`config.mk`:
```
export PLATFORM = sky130hd
export DESIGN_NAME = peripheral_counter_core_flat
export DESIGN_NICKNAME = d
export VERILOG_FILES = /design/src/rtl/peripheral_core_pkg.sv /design/src/rtl/peripheral_counter_core_if.sv /design/src/rtl/peripheral_sync_fifo.sv /design/src/rtl/peripheral_counter_core.sv /design/src/flat_wrapper.sv
export SDC_FILE = /design/constraint.sdc
export NUM_CORES = 1
export LEC_CHECK = 0
export CORE_MARGIN = 4
export CORE_UTILIZATION = 38
export CTS_BUF_LIST = sky130_fd_sc_hd__clkbuf_8 sky130_fd_sc_hd__clkbuf_16
export CTS_CLUSTER_SIZE = 10
export DETAILED_ROUTE_END_ITERATION = 6
export PLACE_DENSITY = 0.69
export SLEW_MARGIN = 10
export SYNTH_ARGS = -nofsm -noshare
export SYNTH_HDL_FRONTEND = slang
export SYNTH_SLANG_ARGS = --single-unit
export TNS_END_PERCENT = 100
```
`constraint.sdc`:
```
create_clock -name clk -period 3.4 [get_ports clk]
set_input_delay 0.68 -clock clk [delete_from_list [all_inputs] [get_ports clk]]
set_output_delay 0.68 -clock clk [all_outputs]
set_load 0.02 [all_outputs]
```
`src/rtl/peripheral_core_pkg.sv`:
```
// Shared definitions for the peripheral counter core.
// Contents:
//   COUNT_W, FIFO_DATA_W, FIFO_CNT_W : datapath widths.
//   LT_1K_THRESHOLD                  : default compare value for the less-than flag.
//   cfg_t / CFG_RESET                : config register layout and its reset value.
//   is_wrap()                        : true when one count step in the given direction wraps.
package peripheral_core_pkg;

    localparam int COUNT_W     = 32;
    localparam int FIFO_DATA_W = 8;
    localparam int FIFO_CNT_W  = 8;
    localparam int unsigned LT_1K_THRESHOLD = 1000;

    typedef struct packed {
        logic en;
        logic dir;
        logic ire;
    } cfg_t;

    localparam cfg_t CFG_RESET = '{en: 1'b0, dir: 1'b1, ire: 1'b0};

    // Up wraps from all-ones, down wraps from zero.
    function automatic logic is_wrap(input logic dir, input logic [COUNT_W-1:0] value);
        return dir ? (&value) : ~(|value);
    endfunction

endpackage

```
`src/rtl/peripheral_counter_core_if.sv`:
```
// Register-side bundle between the native register interface and the core.
// master : drives write strobes and write data, reads back values/status.
// slave  : the core; consumes strobes, produces read-back and irq_out.
// fifo_overflow exists only when PERIPHERAL_COUNTER_CORE_FIFO_OVERFLOW_EN is defined.
interface peripheral_counter_core_if;
    import peripheral_core_pkg::*;

    logic                   count_we;
    logic                   config_we;
    logic                   fifo_we;
    logic                   fifo_re;
    logic [COUNT_W-1:0]     count_in;
    logic                   en_in;
    logic                   dir_in;
    logic                   ire_in;
    logic [FIFO_DATA_W-1:0] fifo_data_in;

    logic [COUNT_W-1:0]     count_out;
    logic                   en_out;
    logic                   dir_out;
    logic                   ire_out;
    logic                   lt_1k_out;
    logic                   fifo_empty;
    logic                   fifo_full;
    logic [FIFO_CNT_W-1:0]  fifo_word_count;
    logic [FIFO_DATA_W-1:0] fifo_data_out;
    logic                   irq_out;
`ifdef PERIPHERAL_COUNTER_CORE_FIFO_OVERFLOW_EN
    logic                   fifo_overflow;
`endif

    modport master (
        output count_we, config_we, fifo_we, fifo_re,
        output count_in, en_in, dir_in, ire_in, fifo_data_in,
        input  count_out, en_out, dir_out, ire_out, lt_1k_out,
        input  fifo_empty, fifo_full, fifo_word_count, fifo_data_out, irq_out
`ifdef PERIPHERAL_COUNTER_CORE_FIFO_OVERFLOW_EN
        , input fifo_overflow
`endif
    );

    modport slave (
        input  count_we, config_we, fifo_we, fifo_re,
        input  count_in, en_in, dir_in, ire_in, fifo_data_in,
        output count_out, en_out, dir_out, ire_out, lt_1k_out,
        output fifo_empty, fifo_full, fifo_word_count, fifo_data_out, irq_out
`ifdef PERIPHERAL_COUNTER_CORE_FIFO_OVERFLOW_EN
        , output fifo_overflow
`endif
    );

endinterface

```
`src/rtl/peripheral_sync_fifo.sv`:
```
// Synchronous FIFO with first-word-fall-through head.
// Ports:
//   clk, reset          : clock, synchronous active-high reset.
//   push, push_data     : write request and data; dropped when full unless popping.
//   pop                 : read request; ignored when empty.
//   empty, full         : occupancy flags.
//   word_count          : entries held, 0..FIFO_DEPTH.
//   head_data           : oldest entry straight from storage, zero while empty.
module peripheral_sync_fifo #(
    parameter int FIFO_DEPTH = 16,
    parameter int DATA_W     = 8,
    parameter int CNT_W      = 8
) (
    input  logic              clk,
    input  logic              reset,
    input  logic              push,
    input  logic              pop,
    input  logic [DATA_W-1:0] push_data,
    output logic              empty,
    output logic              full,
    output logic [CNT_W-1:0]  word_count,
    output logic [DATA_W-1:0] head_data
);

    localparam int PTR_W = $clog2(FIFO_DEPTH);

    logic [DATA_W-1:0] mem_q [FIFO_DEPTH];
    logic [PTR_W-1:0]  rd_ptr_q, rd_ptr_d;
    logic [PTR_W-1:0]  wr_ptr_q, wr_ptr_d;
    logic [CNT_W-1:0]  count_q, count_d;
    logic              do_push;
    logic              do_pop;

    assign empty      = (count_q == '0);
    assign full       = (count_q == CNT_W'(FIFO_DEPTH));
    assign word_count = count_q;
    assign head_data  = empty ? '0 : mem_q[rd_ptr_q];

    // A push while full is only accepted together with a pop: the write then
    // lands in the slot the pop frees. A pop on empty is ignored, so a
    // push+pop on empty degenerates to a plain push.
    always_comb begin
        do_pop   = pop && !empty;
        do_push  = push && (!full || do_pop);
        rd_ptr_d = rd_ptr_q;
        wr_ptr_d = wr_ptr_q;
        count_d  = count_q;
        if (do_pop) begin
            rd_ptr_d = rd_ptr_q + PTR_W'(1);
        end
        if (do_push) begin
            wr_ptr_d = wr_ptr_q + PTR_W'(1);
        end
        case ({do_push, do_pop})
            2'b10:   count_d = count_q + CNT_W'(1);
            2'b01:   count_d = count_q - CNT_W'(1);
            default: count_d = count_q;
        endcase
    end

    // Pointers and occupancy; pointers wrap naturally at the power-of-two depth.
    always_ff @(posedge clk) begin
        if (reset) begin
            rd_ptr_q <= '0;
            wr_ptr_q <= '0;
            count_q  <= '0;
        end else begin
            rd_ptr_q <= rd_ptr_d;
            wr_ptr_q <= wr_ptr_d;
            count_q  <= count_d;
        end
    end

    // Storage is not reset; head_data is masked while empty instead.
    always_ff @(posedge clk) begin
        if (!reset && do_push) begin
            mem_q[wr_ptr_q] <= push_data;
        end
    end

endmodule

```
`src/rtl/peripheral_counter_core.sv`:
```
// Peripheral core datapath behind the native register interface.
// Holds a 32-bit up/down counter with en/dir/ire config, a sticky wrap flag
// feeding a registered level interrupt, a less-than-threshold status flag and
// an 8-bit first-word-fall-through FIFO.
// Ports:
//   clk   : core clock.
//   reset : synchronous active-high reset; overrides any same-cycle strobe.
//   bus   : slave side of peripheral_counter_core_if (strobes, write data,
//           read-back, status and irq_out).
// Optional: define PERIPHERAL_COUNTER_CORE_FIFO_OVERFLOW_EN to add the sticky
// fifo_overflow flag, which also contributes to irq_out when ire is set.
module peripheral_counter_core
    import peripheral_core_pkg::*;
#(
    parameter int                 FIFO_DEPTH   = 16,
    parameter logic [COUNT_W-1:0] LT_THRESHOLD = COUNT_W'(LT_1K_THRESHOLD)
) (
    input  logic                      clk,
    input  logic                      reset,
    peripheral_counter_core_if.slave  bus
);

    logic [COUNT_W-1:0]     count_q, count_d;
    cfg_t                   cfg_q, cfg_d;
    logic                   wrap_q, wrap_d;
    logic                   irq_q, irq_d;
    logic                   wrap_event;
    logic                   fifo_empty_w;
    logic                   fifo_full_w;
    logic [FIFO_CNT_W-1:0]  fifo_count_w;
    logic [FIFO_DATA_W-1:0] fifo_head_w;
`ifdef PERIPHERAL_COUNTER_CORE_FIFO_OVERFLOW_EN
    logic                   overflow_q, overflow_d;
`endif

    // A load beats a step; a step always uses the config currently held, so a
    // config write in the same cycle only affects the following cycles. The
    // wrap flag is sticky but any register write clears it, and the clear
    // beats a wrap occurring on the same edge. irq is a registered copy of
    // ire & flag, so it trails the flag by one cycle.
    always_comb begin
        count_d    = count_q;
        wrap_event = 1'b0;
        if (bus.count_we) begin
            count_d = bus.count_in;
        end else if (cfg_q.en) begin
            wrap_event = is_wrap(cfg_q.dir, count_q);
            count_d    = cfg_q.dir ? (count_q + COUNT_W'(1)) : (count_q - COUNT_W'(1));
        end

        cfg_d = cfg_q;
        if (bus.config_we) begin
            cfg_d = '{en: bus.en_in, dir: bus.dir_in, ire: bus.ire_in};
        end

        wrap_d = (bus.count_we || bus.config_we) ? 1'b0 : (wrap_q || wrap_event);

`ifdef PERIPHERAL_COUNTER_CORE_FIFO_OVERFLOW_EN
        overflow_d = bus.config_we ? 1'b0
                   : (overflow_q || (bus.fifo_we && fifo_full_w && !bus.fifo_re));
        irq_d      = cfg_q.ire && (wrap_q || overflow_q);
`else
        irq_d      = cfg_q.ire && wrap_q;
`endif
    end

    // Counter, config, wrap flag and interrupt registers.
    always_ff @(posedge clk) begin
        if (reset) begin
            count_q <= '0;
            cfg_q   <= CFG_RESET;
            wrap_q  <= 1'b0;
            irq_q   <= 1'b0;
        end else begin
            count_q <= count_d;
            cfg_q   <= cfg_d;
            wrap_q  <= wrap_d;
            irq_q   <= irq_d;
        end
    end

`ifdef PERIPHERAL_COUNTER_CORE_FIFO_OVERFLOW_EN
    // Sticky record of a push dropped because the FIFO was full.
    always_ff @(posedge clk) begin
        if (reset) begin
            overflow_q <= 1'b0;
        end else begin
            overflow_q <= overflow_d;
        end
    end

    assign bus.fifo_overflow = overflow_q;
`endif

    peripheral_sync_fifo #(
        .FIFO_DEPTH (FIFO_DEPTH),
        .DATA_W     (FIFO_DATA_W),
        .CNT_W      (FIFO_CNT_W)
    ) u_fifo (
        .clk        (clk),
        .reset      (reset),
        .push       (bus.fifo_we),
        .pop        (bus.fifo_re),
        .push_data  (bus.fifo_data_in),
        .empty      (fifo_empty_w),
        .full       (fifo_full_w),
        .word_count (fifo_count_w),
        .head_data  (fifo_head_w)
    );

    assign bus.count_out       = count_q;
    assign bus.en_out          = cfg_q.en;
    assign bus.dir_out         = cfg_q.dir;
    assign bus.ire_out         = cfg_q.ire;
    assign bus.lt_1k_out       = (count_q < LT_THRESHOLD);
    assign bus.irq_out         = irq_q;
    assign bus.fifo_empty      = fifo_empty_w;
    assign bus.fifo_full       = fifo_full_w;
    assign bus.fifo_word_count = fifo_count_w;
    assign bus.fifo_data_out   = fifo_head_w;

endmodule

```
`src/flat_wrapper.sv`:
```
// flat-port wrapper written by rule: the top's interface ports become plain ports
module peripheral_counter_core_flat import peripheral_core_pkg::*;
#(
    parameter int                 FIFO_DEPTH   = 16,
    parameter logic [COUNT_W-1:0] LT_THRESHOLD = COUNT_W'(LT_1K_THRESHOLD)
)
  (clk, reset, bus_count_we, bus_config_we, bus_fifo_we, bus_fifo_re, bus_count_in, bus_en_in, bus_dir_in, bus_ire_in, bus_fifo_data_in, bus_count_out, bus_en_out, bus_dir_out, bus_ire_out, bus_lt_1k_out, bus_fifo_empty, bus_fifo_full, bus_fifo_word_count, bus_fifo_data_out, bus_irq_out);
  peripheral_counter_core_if bus_i ();
  input  logic clk;
  input  logic reset;
  input wire logic [$bits(bus_i.count_we)-1:0] bus_count_we;
  input wire logic [$bits(bus_i.config_we)-1:0] bus_config_we;
  input wire logic [$bits(bus_i.fifo_we)-1:0] bus_fifo_we;
  input wire logic [$bits(bus_i.fifo_re)-1:0] bus_fifo_re;
  input wire logic [$bits(bus_i.count_in)-1:0] bus_count_in;
  input wire logic [$bits(bus_i.en_in)-1:0] bus_en_in;
  input wire logic [$bits(bus_i.dir_in)-1:0] bus_dir_in;
  input wire logic [$bits(bus_i.ire_in)-1:0] bus_ire_in;
  input wire logic [$bits(bus_i.fifo_data_in)-1:0] bus_fifo_data_in;
  output wire logic [$bits(bus_i.count_out)-1:0] bus_count_out;
  output wire logic [$bits(bus_i.en_out)-1:0] bus_en_out;
  output wire logic [$bits(bus_i.dir_out)-1:0] bus_dir_out;
  output wire logic [$bits(bus_i.ire_out)-1:0] bus_ire_out;
  output wire logic [$bits(bus_i.lt_1k_out)-1:0] bus_lt_1k_out;
  output wire logic [$bits(bus_i.fifo_empty)-1:0] bus_fifo_empty;
  output wire logic [$bits(bus_i.fifo_full)-1:0] bus_fifo_full;
  output wire logic [$bits(bus_i.fifo_word_count)-1:0] bus_fifo_word_count;
  output wire logic [$bits(bus_i.fifo_data_out)-1:0] bus_fifo_data_out;
  output wire logic [$bits(bus_i.irq_out)-1:0] bus_irq_out;
  assign bus_i.count_we = bus_count_we;
  assign bus_i.config_we = bus_config_we;
  assign bus_i.fifo_we = bus_fifo_we;
  assign bus_i.fifo_re = bus_fifo_re;
  assign bus_i.count_in = bus_count_in;
  assign bus_i.en_in = bus_en_in;
  assign bus_i.dir_in = bus_dir_in;
  assign bus_i.ire_in = bus_ire_in;
  assign bus_i.fifo_data_in = bus_fifo_data_in;
  assign bus_count_out = bus_i.count_out;
  assign bus_en_out = bus_i.en_out;
  assign bus_dir_out = bus_i.dir_out;
  assign bus_ire_out = bus_i.ire_out;
  assign bus_lt_1k_out = bus_i.lt_1k_out;
  assign bus_fifo_empty = bus_i.fifo_empty;
  assign bus_fifo_full = bus_i.fifo_full;
  assign bus_fifo_word_count = bus_i.fifo_word_count;
  assign bus_fifo_data_out = bus_i.fifo_data_out;
  assign bus_irq_out = bus_i.irq_out;
  peripheral_counter_core #(.FIFO_DEPTH(FIFO_DEPTH), .LT_THRESHOLD(LT_THRESHOLD)) u_core (.clk(clk), .reset(reset), .bus(bus_i));
endmodule
```
==> impl.org <==
** Clocking
- Clock-pin slew reported for the worst setup and hold paths after clock tree synthesis :: 0.09 ns
- Later-pin clock latency in the skew report :: 0.44 ns
- Number of buffers added by the clock tree synthesis step :: 17
- TritonCTS built the clock tree.
- The clock passes through at most 2 buffers.
- Clock sink count :: 185
- Cell chosen for the clock root :: clkbuf_16
- Number of H-tree levels :: 4
- Hold buffer count at CTS :: 0

** Yosys
- Average cell area after synthesis :: 12.03 um^2
- Leading post-synthesis cells by cell area :: edfxtp_1, dfxtp_1, mux4_2
- The share of synthesized area in the top cell type comes to 0.4128.
- Main synth FF type :: edfxtp_1
- Post-synthesis sequential area ratio :: 0.5354
- Async set or reset register ratio after synthesis :: 0
- Post-synth net total :: 866
- In the synthesized netlist, the number of instances is 774.
- Counting flops with a built-in enable in the synthesized netlist gives 128.
- The synthesized netlist occupies a cell area of 9310 um^2.
- Distinct cell type count after synthesis :: 49
- Synthesis inferred 185 register bits.
- Biggest area consumer among synthesized cells :: edfxtp_1
- The Yosys step of the flow raised 0 warnings.

** Pwr
- Worst supply voltage drop on vdd :: 0.3479 mV
- Static leakage power :: 4.297 nW
- Power per cell area :: 605.3 nW/um^2
- The design draws 7.101 mW.

** Layout
- Registers take 4990 um^2.
- The net count of the finished layout is 994.
- The finished cells cover 11730 um^2.
- From synthesis to final layout, the design area changed by 26.02%.
- Leaving out filler cells and counting taps, the final layout contains 1240.
- In the final layout, the multi-input gates occupy 4204 um^2.
- Leaving out fill and tap cells, the most frequent cell in the layout is edfxtp_1.
- After filler insertion, the fill cell instance count of the layout stands at 2138.
- Of the cells placed in the final design, the portion with a size suffix greater than 1 is 0.1508.
- In the layout the commonest cells are edfxtp_1, clkdlybuf4s50_1, nor2_1.

** Route
- Detail-routed net length per standard cell :: 19.10 um
- Post-route DRC violation count :: 0
- For this block, the via count after detailed routing is 6806.
- In this run the remaining antenna-violating nets after routing total 0.
- In the routed layout, each cell is associated on average with a via count of 5.489.
- Final Routed Wirelength :: 23680 um
- Detailed router's first-iteration violation count :: 494
- The first detailed-routing pass took 5 iterations.

** Worst setup path
- Kind of end point of the critical path :: primary output
- Data on the critical path is required at its endpoint by 2.72 ns.
- In this run the critical register-to-register path is captured at u_core.bus.count_out[27].
- The critical path crosses 5 cells after its start point.
- Number of cells traversed by the worst register-to-register path :: 11
- The number of buffers and inverters on the critical path is 1.
- Of all nets on the critical path, the largest fanout is 5.
- Delay of the slowest cell on the worst path :: 0.60 ns
- Critical path capture point :: bus_lt_1k_out
- Critical path's slowest cell :: clkdlybuf4s50_1
- Traced cell by cell, the critical path runs through nor4_1, nand4_1, nor4_2, o41a_1, clkdlybuf4s50_1.
- For the worst setup path, the data arrival time is 2.65 ns.
- Sort of element at the start of the critical path :: register
- Reg-to-reg slack, setup :: 0.17 ns
- Launch instance of the worst register-to-register path :: u_core.bus.dir_out
- CP Launch Point :: u_core.bus.count_out[24]
- CP delay by family, top :: simple AND/OR/NAND/NOR gates
- The worst setup path is of the register to primary output kind.

** Timing
- The count of pins over their slew limit is 0.
- After routing, the total negative slack on setup checks comes to 0 ns.
- Derived from the worst setup path, the maximum achievable clock frequency is 299.9 MHz.
- Worst clock skew on the final layout :: 0.01614 ns
- The routed design could run at a clock period as short as 3.334 ns.
- At the pin with the least slew margin, the transition time is 0.7178 ns.
- Max_slew headroom :: 0.5215
- Final Hold Viols :: 0
- Setup violations remaining at the end of the flow were counted as 0.
- Of the available clock period, the critical path in the final layout requires 0.9806.

** GRT
- The via count of the first global-routing pass is 6723.
- In the global route stage, overall resource usage came out at 0.1766.
- Total global routing overflow :: 0
- The first global-routing pass estimated 37050 um of wire.
- The number of antenna violations at the first check in global routing came to 0.
- Entering global routing, the biggest net connects 43 pins.

** Hold path
- Worst hold path type :: register to register

** Placement
- At the end of routability-driven placement, the weighted congestion stood at 0.9761.
- Post-placement cell area :: 11010 um^2
- Buffers added on ports :: 103
- Placed insts :: 1204
- Post-detailed-placement half-perimeter wirelength :: 16710 um

** Job
- Max capacitance violation total :: 0

** Floorplan
- Total Die Area :: 27070 um^2
- Vertical die dimension :: 164.5 um
- 104 I/O pins were placed.
- In this run the standard cell core region covers 24180 um^2.
- Effective utilization at floorplan :: 0.3851
- DIE WIDTH :: 164.5 um
- In this run the core area contains 57 standard-cell rows.

** Run status
- The flow ran to the end, and the final reports show no timing, DRC or antenna violations.
==> layer usage <==
layer / global-route usage / up-vias / wire length (um)
met2: 0.2862 / 213 / 11470
met5: 0 / - / 0
met4: 0.05860 / 0 / 523
met1: 0.2437 / 3324 / 10600
li1: - / 3233 / -
met3: 0.02770 / 36 / 1094
==> worst min-delay path by stage <==
stage	startpoint	end	cells past startpoint
finish	u_core.wrap_q	u_core.bus.irq_out	1
global route	u_core.wrap_q	u_core.bus.irq_out	1
CTS	u_core.bus.ire_out	u_core.bus.irq_out	1
detailed placement	u_core.wrap_q	u_core.bus.irq_out	1
global placement	u_core.wrap_q	u_core.bus.irq_out	1
floorplan	u_core.wrap_q	u_core.bus.irq_out	1
==> cells by family after synthesis <==
group | Yosys count | synth area share
compound gates | 177 | 0.1226
buf+inv | 62 | 0.02500
fa+ha+maj | 43 | 0.05940
mux | 54 | 0.1118
xor+xnor | 38 | 0.03575
flops | 185 | 0.5354
simple gates | 215 | 0.1101
==> cell usage after synthesis, types with 3 or more instances <==
library cell	count
and3_1	16
mux2i_1	14
nand2b_1	6
nand2_1	52
o31ai_1	5
xor2_1	16
clkbuf_1	31
o21a_1	3
xnor2_1	22
nand3_1	10
or3_1	4
a21o_1	17
ha_1	41
o21ai_0	22
nor2b_1	13
a31oi_1	5
a221oi_1	10
a21oi_1	70
o22ai_1	10
o31a_1	3
buf_1	5
nor2_1	71
nand4_1	20
a211oi_1	7
mux4_2	40
dfxtp_1	57
o21bai_1	6
or4_1	4
o211ai_1	3
nor3_1	5
nor4_1	11
edfxtp_1	128
inv_1	25
==> flip-flops by register name, summed over array words and instances (netlist names), named ones only <==
signal                    flops
u_core.u_fifo.mem_q         128
u_core.bus.count_out         32
u_core.u_fifo.word_count      8
u_core.u_fifo.rd_ptr_q        4
u_core.u_fifo.wr_ptr_q        4
u_core.bus.dir_out            1
u_core.bus.en_out             1
u_core.bus.ire_out            1
u_core.bus.irq_out            1
u_core.wrap_q                 1
==> repair_timing <==
item	4_1_cts	5_1_grt
pin swaps	0	2
setup endpoints to repair	11	1
setup buffers	0	2
cloned	1	0
resized for setup	11	7
==> stage by stage <==
stage | setup WS, ns | util | hold slack [ns]
2_1_floorplan | 0.006211 | - | 0.4666
3_3_place_gp | 0.06890 | 0.4552 | 0.4906
3_5_place_dp | -0.03422 | 0.4552 | 0.4963
4_1_cts | 0.05921 | 0.4834 | 0.5164
5_1_grt | -0.01989 | 0.4852 | 0.5360
6_report | 0.06603 | 0.4853 | 0.5083
==> power breakdown <==
group | leakage [nW] | switching (mW) | internal, mW
sequential | 1.62 | 0.127 | 2.51
combinational | 2.37 | 1.22 | 1.14
clock | 0.309 | 1.06 | 1.04
==> area by class of cell <==
type                       count  area share
timing repair buffer         145      0.1184
inverter                      26    0.008638
clock inverter                15     0.01834
clock buffer                  17     0.03626
antenna                        1   0.0002133
multi-input combinational    527      0.3583
tap                          324     0.03455
sequential                   185      0.4253
Note: power is estimated with default switching activity, not from simulation.
